===== config.mk =====
export PLATFORM = sky130hd
export DESIGN_NAME = bcd_seven_segment_flat
export DESIGN_NICKNAME = d
export VERILOG_FILES = /design/src/rtl/bcd_seven_segment_if.sv /design/src/rtl/bcd_seven_segment.sv /design/src/flat_wrapper.sv
export SDC_FILE = /design/constraint.sdc
export NUM_CORES = 1
export LEC_CHECK = 0
export CORE_MARGIN = 1.5
export CORE_UTILIZATION = 25
export DETAILED_ROUTE_END_ITERATION = 6
export GPL_TIMING_DRIVEN = 0
export PLACE_DENSITY = 0.56
export SYNTH_ARGS = -nofsm -noshare
export SYNTH_HDL_FRONTEND = slang
export SYNTH_SLANG_ARGS = --single-unit

===== constraint.sdc =====
create_clock -name clk -period 0.8 [get_ports clk]
set_input_delay 0.16 -clock clk [delete_from_list [all_inputs] [get_ports clk]]
set_output_delay 0.16 -clock clk [all_outputs]
set_load 0.01 [all_outputs]

===== src/rtl/bcd_seven_segment_if.sv =====
// Digit-side bus of one seven-segment display position: the BCD code and
// enable coming in, the segment pins, anode enable and invalid flag going out.
interface bcd_seven_segment_if;
   logic       n_enable;
   logic [3:0] bcd;
   logic       a;
   logic       b;
   logic       c;
   logic       d;
   logic       e;
   logic       f;
   logic       g;
   logic       AA;
   logic       invalid;

   // Digit source side: drives the code, observes the display drive.
   modport master (
      output n_enable, bcd,
      input  a, b, c, d, e, f, g, AA, invalid
   );

   // Decoder side: samples the code, drives the display.
   modport slave (
      input  n_enable, bcd,
      output a, b, c, d, e, f, g, AA, invalid
   );
endinterface


===== src/rtl/bcd_seven_segment.sv =====
// Registered BCD-to-seven-segment decoder for a single display digit.
// One cycle of latency, one code per cycle, no state beyond the output flops.
// Codes 10-15 either blank the digit or show hex A-F (BLANK_INVALID); the
// invalid flag reports them in both cases. SEG_ACTIVE_HIGH picks pin polarity.
module bcd_seven_segment #(
   parameter bit SEG_ACTIVE_HIGH = 1'b1,
   parameter bit BLANK_INVALID   = 1'b1
) (
   input  logic                 clk,
   input  logic                 rst,
   bcd_seven_segment_if.slave   seg_if
);

   // Pin value of a fully dark digit once polarity is applied.
   localparam logic [6:0] C_UNLIT = SEG_ACTIVE_HIGH ? 7'b000_0000 : 7'b111_1111;

   // Logical lit pattern {a,b,c,d,e,f,g}, 1 = lit.
   function automatic logic [6:0] decode_lit(input logic [3:0] code);
      logic [6:0] lit;
      lit = 7'b000_0000;
      case (code)
         4'd0:    lit = 7'b111_1110;
         4'd1:    lit = 7'b011_0000;
         4'd2:    lit = 7'b110_1101;
         4'd3:    lit = 7'b111_1001;
         4'd4:    lit = 7'b011_0011;
         4'd5:    lit = 7'b101_1011;
         4'd6:    lit = 7'b101_1111;
         4'd7:    lit = 7'b111_0000;
         4'd8:    lit = 7'b111_1111;
         4'd9:    lit = 7'b111_1011;
         4'd10:   lit = BLANK_INVALID ? 7'b000_0000 : 7'b111_0111;
         4'd11:   lit = BLANK_INVALID ? 7'b000_0000 : 7'b001_1111;
         4'd12:   lit = BLANK_INVALID ? 7'b000_0000 : 7'b100_1110;
         4'd13:   lit = BLANK_INVALID ? 7'b000_0000 : 7'b011_1101;
         4'd14:   lit = BLANK_INVALID ? 7'b000_0000 : 7'b100_1111;
         default: lit = BLANK_INVALID ? 7'b000_0000 : 7'b100_0111;
      endcase
      return lit;
   endfunction

   // Map logical lit bits onto pin levels.
   function automatic logic [6:0] to_pins(input logic [6:0] lit);
      return SEG_ACTIVE_HIGH ? lit : ~lit;
   endfunction

   logic [6:0] w_seg_pin;
   logic       w_aa;
   logic       w_invalid;

   logic [6:0] r_seg_p1;
   logic       r_aa_p1;
   logic       r_invalid_p1;

   // Next-cycle display drive from the current code and enable.
   always_comb begin
      w_seg_pin = C_UNLIT;
      w_aa      = 1'b0;
      w_invalid = 1'b0;
      if (!seg_if.n_enable) begin
         w_seg_pin = to_pins(decode_lit(seg_if.bcd));
         w_aa      = 1'b1;
         w_invalid = (seg_if.bcd > 4'd9);
      end
   end

   // ---- stage p1: output registers; reset darkens the digit at once ----
   always_ff @(posedge clk or posedge rst) begin
      if (rst) begin
         r_seg_p1     <= C_UNLIT;
         r_aa_p1      <= 1'b0;
         r_invalid_p1 <= 1'b0;
      end else begin
         r_seg_p1     <= w_seg_pin;
         r_aa_p1      <= w_aa;
         r_invalid_p1 <= w_invalid;
      end
   end

   assign seg_if.a       = r_seg_p1[6];
   assign seg_if.b       = r_seg_p1[5];
   assign seg_if.c       = r_seg_p1[4];
   assign seg_if.d       = r_seg_p1[3];
   assign seg_if.e       = r_seg_p1[2];
   assign seg_if.f       = r_seg_p1[1];
   assign seg_if.g       = r_seg_p1[0];
   assign seg_if.AA      = r_aa_p1;
   assign seg_if.invalid = r_invalid_p1;

endmodule


===== src/flat_wrapper.sv =====
// flat-port wrapper written by rule: the top's interface ports become plain ports
module bcd_seven_segment_flat 
#(
   parameter bit SEG_ACTIVE_HIGH = 1'b1,
   parameter bit BLANK_INVALID   = 1'b1
)
  (clk, rst, seg_if_n_enable, seg_if_bcd, seg_if_a, seg_if_b, seg_if_c, seg_if_d, seg_if_e, seg_if_f, seg_if_g, seg_if_AA, seg_if_invalid);
  bcd_seven_segment_if seg_if_i ();
  input  logic clk;
  input  logic rst;
  input wire logic [$bits(seg_if_i.n_enable)-1:0] seg_if_n_enable;
  input wire logic [$bits(seg_if_i.bcd)-1:0] seg_if_bcd;
  output wire logic [$bits(seg_if_i.a)-1:0] seg_if_a;
  output wire logic [$bits(seg_if_i.b)-1:0] seg_if_b;
  output wire logic [$bits(seg_if_i.c)-1:0] seg_if_c;
  output wire logic [$bits(seg_if_i.d)-1:0] seg_if_d;
  output wire logic [$bits(seg_if_i.e)-1:0] seg_if_e;
  output wire logic [$bits(seg_if_i.f)-1:0] seg_if_f;
  output wire logic [$bits(seg_if_i.g)-1:0] seg_if_g;
  output wire logic [$bits(seg_if_i.AA)-1:0] seg_if_AA;
  output wire logic [$bits(seg_if_i.invalid)-1:0] seg_if_invalid;
  assign seg_if_i.n_enable = seg_if_n_enable;
  assign seg_if_i.bcd = seg_if_bcd;
  assign seg_if_a = seg_if_i.a;
  assign seg_if_b = seg_if_i.b;
  assign seg_if_c = seg_if_i.c;
  assign seg_if_d = seg_if_i.d;
  assign seg_if_e = seg_if_i.e;
  assign seg_if_f = seg_if_i.f;
  assign seg_if_g = seg_if_i.g;
  assign seg_if_AA = seg_if_i.AA;
  assign seg_if_invalid = seg_if_i.invalid;
  bcd_seven_segment #(.SEG_ACTIVE_HIGH(SEG_ACTIVE_HIGH), .BLANK_INVALID(BLANK_INVALID)) u_core (.clk(clk), .rst(rst), .seg_if(seg_if_i));
endmodule

# --- Word-level counts from Yosys, hierarchy flattened ---
# Memories as Yosys holds them, arrays and structs flattened.
# Cells that the tools add are included.
word_totals:
  elab_cells: 8
  n_memories: 1
  regBits: 9
  mem_bits_ro: 112
op_classes:
  n_mux: 3
  order_cmp: 1
memory_table:
  columns: ["memory", "depth", "word_bits", "rd", "rd_clocked_by_memory_dff", "wr", "line", "rtl"]
  rows:
  - ["(no name shown)", 16, 7, 1, 0, 0, "bcd_seven_segment.sv:21", "case (code)"]
op_table:
  columns: ["op", "n"]
  rows:
  - ["7-bit 2-to-1 mux", 1]
  - ["4-bit greater-than comparator, second input constant", 1]
  - ["1-bit 2-to-1 mux", 2]

# --- Logic depth before layout (Yosys ltp) ---
# Gate-level depths: netlist of run 1.
logic_depth:
  depth_word: 2
  mapped_depth: 5
  ltp_nobuf: 5

# --- Least setup slack after synthesis of run 1 ---
# OpenSTA, ideal clock, no wires.
synth_timing:
  path_type: "in2reg"
  from: "in seg_if_bcd[1]"
  to: "reg u_core.r_seg_p1[6]"
  setup_ns: 0.095
  arrival_time_ns: 0.809
  path_stages: 5
  setup_slack_ns: -0.104
  t_required_ns: 0.705
  path_cell_list: "inv_1 > ha_1 > or2_0 > a21o_1 > o31ai_1"
synth_via:
  elab_chain_cells: 2
synth_lines:
  columns: ["item", "line", "rtl"]
  rows:
  - ["start: declaration", "flat_wrapper.sv:12", "input wire logic [$bits(seg_if_i.bcd)-1:0] seg_if_bcd;"]
  - ["memory 16 x 7 bit", null, null]
  - ["7-bit 2-to-1 mux", "bcd_seven_segment.sv:60", "if (!seg_if.n_enable) begin"]
  - ["net u_core.w_seg_pin[6]", "bcd_seven_segment.sv:47", "logic [6:0] w_seg_pin;"]
  - ["end signal: assignment", "bcd_seven_segment.sv:74", "r_seg_p1 <= w_seg_pin;"]
  - ["end: declaration", "bcd_seven_segment.sv:51", "logic [6:0] r_seg_p1;"]
# The timed path passes the listed nets, and every way through them passes these cells.

# --- Worst setup path in the final report of run 1 ---
layout_timing:
  from: "reg u_core.r_seg_p1[3]"
  to: "out seg_if_d"
layout_lines:
  columns: ["item", "line", "rtl"]
  rows:
  - ["end: declaration", "flat_wrapper.sv:16", "output wire logic [$bits(seg_if_i.d)-1:0] seg_if_d;"]
# No word-level cell between the ends.

==> metrics.sh, run 1 <==
NETLIST_INSTANCES=44
GRT_PASS1_WL_MM=1.359
FINALSETUPVIOLATIONS=9
FINISH.CELL_COUNT_WITHOUT_FILLERS=87
FIN_CRIT_SH_PCT=112.4
CRITICAL_PATH_PEAK_FANOUT=1
CP_NUM_CELLS=1
SYNTH_COMPOUND_AREA_SHARE_PCT=12.40
SYNTH_XOR_AREA_SHARE_PCT=1.847
HTREE_LEVELS=1
CTS-HOLD-FIX-BUFFERS=0
CRITPATHTOPFAMILY='flip-flops'
REPORT.FINAL.HOLD_VIOL_COUNT=0
TIMING.MAX_CAP.VIOLATIONS=0
SLEW_VIOL_FINAL=0
PLACE_CONGESTION=0.7296
VIAS=348
SYNTH_TOP_FAMILY_BY_AREA='simple AND/OR/NAND/NOR gates'
CLKSINKCOUNT=9
CTSLONGESTPATHBUFFERS=2
CORE_AREA_SQ_UM=1745
DRC=0
FIN_WS_NS=-0.09885
NUM-FILL-CELLS=193
WIRE_PER_INST_UM=9.575
ANTENNA_DIODE_COUNT=0
PORT-BUFFER-COUNT=14
GROUTE.USAGE.OVERALL_PCT=9.033
SYNTHSIMPLEGATEAREAFRAC_PCT=17.41
DIE_WIDTH_UM=46.55
CRIT_REQUIRED_NS=0.64
PLACE.DETAILED.INSTANCES=83
MAX_SLEW_HEADROOM_PCT=79.07
SYN_AREA_SQ_UM=474.2
MAXCLOCKFREQUENCY_MHz=1113
FP.DIEAREA_SQ_UM=2167
IO_PINS=16
DIE_Y_EXTENT_UM=46.55
CTS-BUFFERS-INSERTED=3
DRIVE_GT1_SHARE_PCT=40.32
CLK_PIN_SLEW_WORST_PATHS_NS=0.05
SYNTHESIS.YOSYS.WARNINGS=0
START_KIND='flop'
SYN_AREA_PER_CELL_SQ_UM=10.78
GRT_MAX_DEGREE=11
GRT_SETUP_UNREPAIRED='true'
AREA_GROWTH_PCT=45.65
PATH_BUF_INV=1
ESTIMATED_WIRELENGTH_OF_THE_DETAIL_PLACED_DESIGN_UM=678.4
SETUP-TNS-FINAL_NS=-0.7967
WORST-ENDPOINT-ARRIVAL_NS=0.74
SEQ_AREA_SQ_UM=225.2
PEAKVDDDROP_uV=372.5
OUTCOME='finished, violations left'
CRITPATHSLOWESTCELL='dfrtp_1'
POWER_DENSITY_nW_PER_UM2=1496
MIN-DELAY-PATH-CLASS='input pin to asynchronous set/reset pin'
WORST_SLEW_PIN_SLEW_NS=0.3137
LEAKAGE_uW=0.0003386
SYN_NETS=56
NUMBER_OF_GLOBAL_ROUTE_VIAS_BEFORE_REPAIR=311
NUM_ROWS=15
CP_CELL_SEQUENCE='buf_2'
FIN_CRIT_NS=0.8989
ANTENNA_LEFT=0
COUNT_OF_STATE_ELEMENTS_AFTER_SYNTHESIS=9
ROOT_BUFFER='clkbuf_4'
DRT_WL_TOTAL_UM=833
TIMING.CRITICAL_PATH.TO_TYPE='primary output'
PATH_CLASS='flop to primary output'
DESIGN.FINAL.NETS=75
SYNTHADDERAREAFRAC_PCT=13.19
MULTI_INPUT_COMB_AREA_SQ_UM=266.5
DRT_ITER0_DRC=0
SEQ_AREA_FRAC_SYNTH_PCT=47.49
UNIQUE_MASTERS_POST_SYNTH=20
CTS_TREE='built'
FAILING_CHECKS='negative setup slack'
INITIAL_UTILIZATION_PCT=27.17
MUXSHAREOFSYNTHAREA_PCT=2.111
DRT-VIAS-PER-INSTANCE=4.000
NUMBER_OF_ANTENNA_VIOLATIONS_AT_THE_FIRST_CHECK_IN_GLOBAL_ROUTING=0
DRT_FIRST_PASS_ITERS=1
CPPEAKSTAGEDELAY_NS=0.36
GLOBAL_ROUTE.OVERFLOW_TOTAL=0
==> path summary, 6_finish.rpt <==
path	startpoint	end	slack [ns]
setup / recovery	u_core.r_seg_p1[3]	seg_if_d	-0.1
hold / removal	rst	u_core.r_seg_p1[4]	0.16
max in group asynchronous	rst	u_core.r_seg_p1[0]	0.41
min in group clk	seg_if_n_enable	u_core.r_seg_p1[2]	0.16
==> cells by family after synthesis <==
family	Yosys count
and+or+nand+nor	14
AOI/OAI and AO/OA	9
DFF	9
buffers and inverters	5
adders and majority gates	5
xor gates and xnor gates	1
muxes	1
==> placed cells by master, fill, tap and decap left out, drive strengths merged <==
master / count
xnor2: 1
nand2b: 4
or2: 3
a21o: 1
o22ai: 3
clkbuf: 4
o31ai: 1
and2: 1
o211a: 1
inv: 4
a21oi: 2
buf: 14
clkdlybuf4s50: 1
o21ai: 1
mux2i: 1
nor2: 4
ha: 5
nand2: 1
dfrtp: 9
nor2b: 1
==> registers in the layout (all words and copies together) (netlist names) <==
| register | count |
|---|---|
| u_core.seg_if.invalid | 1 |
| u_core.r_seg_p1 | 7 |
| u_core.seg_if.AA | 1 |
==> repair_timing <==
item                                    CTS  global route
endpoints found under the setup margin   17            11
gates resized for setup                  55             9
hold endpoints to repair                  0             0
cloned                                    0             0
pin swaps                                 2             2
setup buffers                             0             0
==> area by class of cell <==
class	count	area share, %
multi-input cells	30	38.59
repair buffers	14	13.95
well taps	25	4.529
clock buffers	4	3.804
inverters	4	4.348
plain buffers	1	2.174
flip-flops and latches	9	32.61
==> power breakdown <==
part           internal, uW  total, uW  switching (uW)
clock                   190        319             129
combinational           108        224             116
sequential              484        491            6.34
total                   783       1030             251
==> through the flow <==
| stage | hold slack (ns) | instance area (sq um) | total power (uW) | setup slack, ns | utilization, % |
|---|---|---|---|---|---|
| finish | 0.1597 | 690.7 | 1033 | -0.09885 | 39.57 |
| global route | 0.1754 | 690.7 | 1098 | -0.1328 | 39.57 |
| CTS | 0.1637 | 674.4 | 1042 | -0.1174 | 38.64 |
| global placement | 0.4280 | 686.9 | 738.7 | -0.9253 | 39.35 |
| floorplan | -0.01208 | 515.5 | 617.3 | -0.02592 | - |
| detailed placement | 0.4325 | 686.9 | 739.8 | -0.9433 | 39.35 |
==> cell usage after synthesis <==
master    number  area share (%)
dfrtp_1        9              47
ha_1           5              13
inv_1          4             3.2
nor2_1         4             3.2
nand2b_1       3             4.0
o22ai_1        3             4.0
a21oi_1        2             2.1
or2_1          2             2.6
a21o_1         1             1.6
and2_1         1             1.3
buf_6          1             2.4
mux2i_1        1             2.1
nand2_1        1            0.79
nand2b_4       1             2.9
nor2b_1        1             1.3
o211a_1        1             2.1
o21ai_1        1             1.1
o31ai_1        1             1.6
or2_0          1             1.3
xnor2_1        1             1.8
==> routing by layer <==
layer | global-route usage, % | share of wire (%)
met4 | 6.857 | 0.96
met1 | 11.27 | 41
met5 | 0 | 0
met3 | 1.176 | 9.1
met2 | 13.89 | 48
No activity file was read; power rests on OpenSTA's default activity.
==> inputs of run 2 (changes only) <==
- ABC_AREA: default -> 1
- PLACE_DENSITY: 0.56 -> 0.57
- clock period: 0.8 -> 1.05 ns (I/O delays scaled with it)
==> run 2 against run 1 <==
  * The run now ends clean
  * Sequential power down 24%
  * Worst hold slack better by 0.050 ns
  * Synthesized cell count up 9.1%
  * Final cell count down 4.6%
  * Die area down 9.9%
  * Sequential share of layout area up 6.8 points
  * Combinational power down 46%
  * Largest power group unchanged
  * Highest routed layer unchanged
==> metrics.sh, run 2 <==
SYNTH.TOP_CELLS.BY_COUNT='nor2_1 (15), dfrtp_1 (9), inv_1 (8)'
REGMOSTFLOPS='u_core.r_seg_p1'
DRC=0
CRIT_REQUIRED_NS=0.84
COUNT_OF_STATE_ELEMENTS_AFTER_SYNTHESIS=9
PORT-BUFFER-COUNT=15
GLOBAL_ROUTE.OVERFLOW_TOTAL=0
LEAKAGE_uW=0.0003463
ANTENNA_DIODE_COUNT=0
REPORT.FINAL.HOLD_VIOL_COUNT=0
FINALSETUPVIOLATIONS=0
SLEW_VIOL_FINAL=0
SYN_AREA_SQ_UM=424.2
FP.DIEAREA_SQ_UM=1953
FIN_CRIT_NS=0.9497
CP_CELL_SEQUENCE='buf_2'
CTS_TREE='built'
SYN_NETS=60
COMMONEST_CELLS_AFTER_ROUTING_FILL_AND_TAPS_ASIDE='nor2_1 (15), dfrtp_1 (9), inv_1 (8), clkbuf_2 (8), nand2_1 (6)'
MAX_SLEW_HEADROOM_PCT=79.16
PLACE_CONGESTION=0.7237
CLK_PIN_SLEW_WORST_PATHS_NS=0.06
MIN-DELAY-PATH-CLASS='input pin to asynchronous set/reset pin'
COMMONEST_NON_FILL_NON_TAP_CELL_IN_THE_LAYOUT='nor2_1'
LARGEST_REG_FLOPS=7
MAXCLOCKFREQUENCY_MHz=1053
TIMING.MAX_CAP.VIOLATIONS=0
CORE_AREA_SQ_UM=1541
GRT_SETUP_UNREPAIRED='false'
GRT_MAX_DEGREE=10
PEAKVDDDROP_uV=286.7
OUTCOME='finished, final reports clean'
SYNTH_FLOP_TYPE='dfrtp_1'
CTSLONGESTPATHBUFFERS=2
CRITPATHTOPFAMILY='flip-flops'
SYNTH.MOST_COMMON_CELL='nor2_1'
CTS-BUFFERS-INSERTED=3
WORST-ENDPOINT-ARRIVAL_NS=0.74
PATH_BUF_INV=1
CRITPATHSLOWESTCELL='dfrtp_1'
INITIAL_UTILIZATION_PCT=27.52
MULTI_INPUT_COMB_AREA_SQ_UM=165.2
DESIGN.FINAL.NETS=80
FINISH.CELL_COUNT_WITHOUT_FILLERS=83
NUM_ROWS=14
SYN_AREA_PER_CELL_SQ_UM=8.837
CTS-HOLD-FIX-BUFFERS=0
GROUTE.USAGE.OVERALL_PCT=8.681
SYNTH_LARGEST_TYPE_AREA_FRACTION_PCT=53.10
NUMBER_OF_GLOBAL_ROUTE_VIAS_BEFORE_REPAIR=296
DIE_WIDTH_UM=44.19
NUMBER_OF_ANTENNA_VIOLATIONS_AT_THE_FIRST_CHECK_IN_GLOBAL_ROUTING=0
SYNTH_AREA_LEADERS='dfrtp_1 (53%), ha_1 (15%), nor2_1 (13%)'
HTREE_LEVELS=1
DIE_Y_EXTENT_UM=44.19
ROOT_BUFFER='clkbuf_4'
TIMING.CRITICAL_PATH.TO_TYPE='primary output'
SYNTHESIS.YOSYS.WARNINGS=0
IO_PINS=16
DRIVE_GT1_SHARE_PCT=22.39
VIAS=335
CLKSINKCOUNT=9
WORST_SLEW_PIN_SLEW_NS=0.3122
SYNTH_ENABLE_FLOP_CELLS=0
UNIQUE_MASTERS_POST_SYNTH=10
SETUP-TNS-FINAL_NS=0
DRT_ITER0_DRC=2
DRT_FIRST_PASS_ITERS=3
START_KIND='flop'
WIRE_PER_INST_UM=8.036
PLACE.DETAILED.INSTANCES=79
AREA_GROWTH_PCT=34.81
NUM-FILL-CELLS=164
CRITICAL_PATH_PEAK_FANOUT=1
CPPEAKSTAGEDELAY_NS=0.36
NETLIST.TOP_CELL.BY_AREA='dfrtp_1'
ESTIMATED_WIRELENGTH_OF_THE_DETAIL_PLACED_DESIGN_UM=560.1
DRT_WL_TOTAL_UM=667
GRT_PASS1_WL_MM=1.186
NETLIST_INSTANCES=48
DRT-VIAS-PER-INSTANCE=4.036
ASYNC_RESET_FF_SHARE_PCT=100.0
ANTENNA_LEFT=0
POWER_DENSITY_nW_PER_UM2=1296
SEQ_AREA_SQ_UM=225.2
FIN_TOTAL_PWR_uW=741.1
FIN_CRIT_SH_PCT=90.45
PATH_CLASS='flop to primary output'
SEQ_AREA_FRAC_SYNTH_PCT=53.10
## run 2: worst paths after layout
check / endpoint / cells after the start / slack, ns / from
worst min-delay path: u_core.r_seg_p1[0] / 2 / 0.21 / rst
worst max-delay path: seg_if_AA / 1 / 0.10 / u_core.seg_if.AA
max in group asynchronous: u_core.r_seg_p1[1] / 2 / 0.61 / rst
min in group clk: u_core.r_seg_p1[4] / 4 / 0.40 / seg_if_bcd[1]
## run 2: where the power goes
part | switching [uW] | leakage [uW] | internal, uW | total [uW]
logic | 69.6 | 0.000216 | 51.0 | 121
registers | 4.70 | 0.000116 | 368 | 373
clock network | 102 | 0.0000150 | 145 | 247
## run 2: stage by stage
step | area [sq um] | hold WS, ns | worst slack, ns | utilization [%]
after floorplan | 424.2 | 0.03792 | 0.1745 | -
after global placement | 594.3 | 0.4778 | -0.4899 | 38.56
after detailed placement | 594.3 | 0.4830 | -0.4833 | 38.56
after CTS | 608.1 | 0.2192 | 0.001392 | 39.45
after global routing | 571.8 | 0.2360 | 0.02404 | 37.09
final | 571.8 | 0.2099 | 0.1003 | 37.09
## run 2: metal layers
| metal | wire [um] | global-route usage, % | vias up |
|---|---|---|---|
| li1 | - | - | 179 |
| met1 | 281 | 8.974 | 142 |
| met2 | 311 | 13.53 | 12 |
| met3 | 62 | 2.449 | 2 |
| met4 | 12 | 9.091 | 0 |
| met5 | 0 | 0 | - |
## run 2: final cells by class
class                   count  share of cell area (%)
well taps                  16                   3.501
multi-input cells          30                   28.88
flip-flops and latches      9                   39.39
clock buffers               4                   4.595
repair buffers             15                   17.72
inverters                   9                   5.908
## run 2: what timing repair did
action                     CTS  global route
setup endpoints to repair   16            14
setup buffers                0             0
gates resized for setup     24            10
## run 2: cells by family (layout without fill, tap and decap cells)
group	Yosys count	in the layout	synth area share, %
DFF	9	9	53.10
buffers and inverters	9	28	7.964
adders and majority gates	5	5	14.75
AOI/OAI and AO/OA	3	3	4.423
and+or+nand+nor	22	22	19.76
